**src/rtl/nes_palette_ram.sv**
```systemverilog
// Writable 32-entry NES palette RAM. A reset-time sequencer loads the default palette.
// The block has one handshaked write port, two registered read ports, backdrop mirroring and a grayscale mask.
module nes_palette_ram #(
  parameter int AW        = 5,
  parameter int DW        = 6,
  parameter int OUT_W     = 8,
  parameter bit MIRROR_EN = 1'b1,
  parameter bit INIT_EN   = 1'b1
) (
  input  logic             clk,
  input  logic             rst,
  input  logic             wr_valid,
  output logic             wr_ready,
  input  logic [AW-1:0]    wr_addr,
  input  logic [DW-1:0]    wr_data,
  input  logic [AW-1:0]    rd_a_addr,
  output logic [OUT_W-1:0] rd_a_data,
  input  logic [AW-1:0]    rd_b_addr,
  output logic [OUT_W-1:0] rd_b_data,
  input  logic             grayscale,
  output logic             init_done
);

  localparam int DEPTH = 2 ** AW;
  // Bit 4 is cleared on backdrop aliases (addr[1:0]==0). With AW<5 there is nothing to alias.
  localparam logic [AW-1:0] MIRROR_BIT = (MIRROR_EN && AW >= 5) ? AW'(16) : '0;

  typedef enum logic {S_INIT = 1'b0, S_RUN = 1'b1} state_t;

  state_t            state_q, state_d;
  logic [AW-1:0]     idx_q, idx_d;
  logic [DW-1:0]     mem_q [DEPTH];
  logic [OUT_W-1:0]  rd_a_q, rd_a_d, rd_b_q, rd_b_d;
  logic [4:0]        idx5;
  logic              init_we, wr_fire, mem_we;
  logic [AW-1:0]     mem_waddr, wr_phys, ra_phys, rb_phys;
  logic [DW-1:0]     mem_wdata, entry_a, entry_b;
  logic [OUT_W-1:0]  gray_mask;

  function automatic logic [7:0] default_entry(input logic [4:0] i);
    logic [7:0] v;
    case (i)
      5'd0:  v = 8'h15;  5'd1:  v = 8'h2D;  5'd2:  v = 8'h27;  5'd3:  v = 8'h30;
      5'd4:  v = 8'h15;  5'd5:  v = 8'h30;  5'd6:  v = 8'h1A;  5'd7:  v = 8'h09;
      5'd8:  v = 8'h15;  5'd9:  v = 8'h2D;  5'd10: v = 8'h27;  5'd11: v = 8'h30;
      5'd12: v = 8'h15;  5'd13: v = 8'h27;  5'd14: v = 8'h17;  5'd15: v = 8'h0F;
      5'd16: v = 8'h15;  5'd17: v = 8'h1C;  5'd18: v = 8'h15;  5'd19: v = 8'h14;
      5'd20: v = 8'h15;  5'd21: v = 8'h21;  5'd22: v = 8'h15;  5'd23: v = 8'h30;
      5'd24: v = 8'h15;  5'd25: v = 8'h1C;  5'd26: v = 8'h15;  5'd27: v = 8'h14;
      5'd28: v = 8'h15;  5'd29: v = 8'h02;  5'd30: v = 8'h38;  default: v = 8'h3C;
    endcase
    return v;
  endfunction

  function automatic logic [AW-1:0] phys(input logic [AW-1:0] a);
    return (a[1:0] == 2'b00) ? (a & ~MIRROR_BIT) : a;
  endfunction

  // Larger RAMs repeat the 32-entry table; smaller ones use its head.
  generate
    if (AW >= 5) begin : g_idx_wide
      assign idx5 = idx_q[4:0];
    end else begin : g_idx_narrow
      assign idx5 = 5'(idx_q);
    end
  endgenerate

  // State register
  always_ff @(posedge clk) begin
    if (rst) begin
      state_q <= S_INIT;
      idx_q   <= '0;
    end else begin
      state_q <= state_d;
      idx_q   <= idx_d;
    end
  end

  // Next-state logic
  always_comb begin
    state_d = state_q;
    idx_d   = idx_q;
    if (state_q == S_INIT) begin
      idx_d = idx_q + 1'b1;
      if (!INIT_EN || idx_q == AW'(DEPTH - 1)) state_d = S_RUN;
    end
  end

  // Output logic
  always_comb begin
    wr_ready  = (state_q == S_RUN);
    init_done = (state_q == S_RUN);
    init_we   = (state_q == S_INIT) && INIT_EN;
  end

  // Handshake: a write is taken at a rising edge where wr_valid and wr_ready are both high and rst is low.
  // In RUN, wr_ready is always high. Writes presented during INIT or reset are dropped.
  assign wr_fire = wr_valid && wr_ready && !rst;
  assign wr_phys = phys(wr_addr);
  assign ra_phys = phys(rd_a_addr);
  assign rb_phys = phys(rd_b_addr);

  always_comb begin
    mem_we    = 1'b0;
    mem_waddr = wr_phys;
    mem_wdata = wr_data;
    if (!rst && init_we) begin
      mem_we    = 1'b1;
      mem_waddr = idx_q;
      mem_wdata = DW'(default_entry(idx5));
    end else if (wr_fire) begin
      mem_we = 1'b1;
    end
  end

  always_ff @(posedge clk) begin
    if (!INIT_EN && rst) begin
      for (int i = 0; i < DEPTH; i++) mem_q[i] <= '0;
    end else if (mem_we) begin
      mem_q[mem_waddr] <= mem_wdata;
    end
  end

  // Write-first bypass when a read samples the physical address being written.
  always_comb begin
    gray_mask = grayscale ? OUT_W'(8'h30) : '1;
    entry_a   = (wr_fire && wr_phys == ra_phys) ? wr_data : mem_q[ra_phys];
    entry_b   = (wr_fire && wr_phys == rb_phys) ? wr_data : mem_q[rb_phys];
    rd_a_d    = '0;
    rd_b_d    = '0;
    if (state_q == S_RUN) begin
      rd_a_d = OUT_W'(entry_a) & gray_mask;
      rd_b_d = OUT_W'(entry_b) & gray_mask;
    end
  end

  always_ff @(posedge clk) begin
    if (rst) begin
      rd_a_q <= '0;
      rd_b_q <= '0;
    end else begin
      rd_a_q <= rd_a_d;
      rd_b_q <= rd_b_d;
    end
  end

  assign rd_a_data = rd_a_q;
  assign rd_b_data = rd_b_q;

endmodule

```
**config.mk**
```make
export PLATFORM = sky130hd
export DESIGN_NAME = nes_palette_ram
export DESIGN_NICKNAME = d
export VERILOG_FILES = /design/src/rtl/nes_palette_ram.sv
export SDC_FILE = /design/constraint.sdc
export NUM_CORES = 1
export LEC_CHECK = 0
export ABC_AREA = 1
export CORE_MARGIN = 8
export CORE_UTILIZATION = 45
export CTS_CLUSTER_SIZE = 24
export DETAILED_ROUTE_END_ITERATION = 16
export SETUP_SLACK_MARGIN = 0.3
export SYNTH_ARGS = -nofsm -noshare
export SYNTH_HDL_FRONTEND = slang
export SYNTH_SLANG_ARGS = --single-unit
export TNS_END_PERCENT = 5
```
**constraint.sdc**
```tcl
create_clock -name clk -period 2.71 [get_ports clk]
set_clock_uncertainty 0.15 [all_clocks]
set_input_delay 0.4065 -clock clk [delete_from_list [all_inputs] [get_ports clk]]
set_output_delay 0.4065 -clock clk [all_outputs]
set_load 0.1 [all_outputs]
```
==> results.cfg <==
[run_status]
status = completed

[layout]
diodes = 0
layout-drive-gt1-share_pct = 10.6
nNetsFinal = 1657
area_growth_pct = 16.4
fin_util_pct = 53.5
nFillCells = 2489

[routing]
wirelength_um = 37600
num_vias = 10600
drt_pre_antenna_iters = 6
drt-initial-drc-count = 1358
antenna_left = 0
drc = 0
wl_per_cell_um = 19.0
viasPerCell = 5.39

[synthesis]
yosysMostFrequentCell = nand2_1
yosysUniqueCellTypes = 31
syn_avg_cell_area_um2 = 7.72
synthTopCellsByCount = 591 x nand2_1, 282 x nand3_1, 218 x inv_1, 192 x edfxtp_1, 54 x nor2_1
synth_top_area_cell = edfxtp_1
yosysTopAreaCellShare_pct = 48.0
synth_edf_count = 192
synthArstFlopShare_pct = 0
synth.cell_area_mm2 = 0.0120
synth-main-ff-cell = edfxtp_1
synth_cells = 1555
ys_ff_latch = 216
synth-seq-area-share_pct = 52.0
synth_warnings = 0
yosys-top-cells-area = edfxtp_1 48%, nand2_1 18%, nand3_1 12%

[sta]
slew_headroom_pct = 56.0
setup_violations = 0
tightest_slew_ns = 0.659
period_needed_ns = 2.25
max_freq_ghz = 0.445
fin_crit_sh_pct = 82.9
hold_viol_final = 0
rsz0062_at_grt = false
slew_violations = 0
setup_tns_ns = 0

[worst_hold_path]
hp-class = in -> reg

[power]
peakVddDrop_mv = 0.577
p_leak_nw = 6.56
power_density_mw_per_mm2 = 559

[cts]
cts_buffers = 23
path_clk_slew_ns = 0.06
holdBufCountCts = 0
cts_htree_levels = 1
insertion_delay_ns = 0.54
cts_tree = yes
cts.sinks = 216
post-cts-setup-buffers = 0
clk_path_buf_depth = 3
cts_resized = 0
clock_tree.root_cell = clkbuf_16

[setup_path]
path_max_fanout = 10
critPathArrivalTime_ns = 2.50
cp-end-kind = flop
crit_type = reg -> reg
cp-start-kind = flop
crit_required_ns = 2.96

[global_route]
grtUsageTotal_pct = 23.6
antenna_found_initial = 0
grt_start_max_net_pins = 57
grt_pass1_wl_um = 57900
grt_pass1_vias = 10200
grt_overflow = 0

[floorplan]
die-width_um = 179
die_h_um = 179
dieArea_mm2 = 0.0321
core_mm2 = 0.0261
num_rows = 59
initial_core_util_pct = 45.9
num_io_pins = 43

[run]
maxCapViolCount = 0

[placed_design]
place_congestion = 0.922
port_buffers = 38
dp_hpwl_um = 25200
-- metal layers --
metal	up-vias	GRT usage, %	routed length (um)
met4	0	7.71	1090
met2	484	39.0	17800
met1	5011	31.9	16000
met3	64	3.18	2740
met5	-	0	0
li1	5088	-	-
-- worst paths after layout --
| check | from | endpoint | slack (ns) | depth (start not counted) |
|---|---|---|---|---|
| worst max-delay path | idx5[1]$_SDFFE_PP0N_ | flop | 0.46 | 8 |
| worst min-delay path | rd_a_addr[1] | rd_a_data[0]$_SDFF_PP0_ | 0.39 | 6 |
| worst max register to register | idx5[1]$_SDFFE_PP0N_ | flop | 0.46 | 8 |
| worst min register to register | init_done$_SDFF_PP0_ | init_done$_SDFF_PP0_ | 0.41 | 2 |
-- through the flow --
stage	worst slack, ns	instance area (um2)	total power, W	instances	hold slack (ns)
detailed placement	0.0671	13300	0.00494	1934	0.404
finish	0.464	14000	0.00780	1974	0.391
floorplan	0.417	12000	0.00444	1558	0.321
global route	0.321	14000	0.00807	1974	0.426
CTS	0.475	14000	0.00784	1974	0.385
global placement	0.0803	13300	0.00493	1934	0.403
-- sequential cells by signal, indices dropped and copies added (netlist names), named ones only --
signal     count
rd_a_data      6
rd_b_data      6
init_done      1
mem_q        192
idx5           5
-- cell type report --
type / instances / area, um2 / share of cell area (%)
Timing Repair Buffer: 127 / 1210 / 8.67
Sequential cell: 216 / 6250 / 44.7
Tap cell: 335 / 419 / 3.00
Clock buffer: 32 / 609 / 4.36
Inverter: 234 / 878 / 6.29
Multi-Input combinational cell: 1022 / 4520 / 32.4
Clock inverter: 8 / 81.3 / 0.582
-- layout by cell type, fill, tap and decap left out, types with 19 or more instances in the layout --
| master | count |
|---|---|
| buf_4 | 88 |
| edfxtp_1 | 192 |
| a21oi_1 | 19 |
| clkbuf_16 | 23 |
| clkdlybuf4s50_1 | 20 |
| nor2_1 | 54 |
| nand2_1 | 591 |
| dfxtp_1 | 23 |
| inv_1 | 218 |
| nand3_1 | 282 |
-- worst max-delay path: stages (launching register included) --
cell      delay [ns]
dfxtp_1         0.41
ha_1            0.20
inv_1           0.06
nor3_1          0.15
ha_1            0.27
a22oi_2         0.37
inv_2           0.17
o21ai_0         0.22
o211ai_1        0.12
-- where the power goes --
part / total, W / internal (W) / leakage [nW] / switching [W]
combinational: 0.00114 / 0.000348 / 4.29 / 0.000787
clock: 0.00292 / 0.00167 / 0.335 / 0.00125
sequential: 0.00375 / 0.00373 / 1.93 / 0.0000192
-- kinds of logic (layout without fill, tap and decap cells) --
group | after synthesis | in the layout | synth area share, %
simple gates | 941 | 941 | 32.8
buf+inv | 320 | 401 | 10.5
flops | 216 | 216 | 52.0
compound gates | 64 | 64 | 3.42
fa+ha+maj | 8 | 8 | 0.834
xor+xnor | 5 | 5 | 0.365
other cells | 1 | 4 | 0.0312
Power figures use the tool's default switching activity.
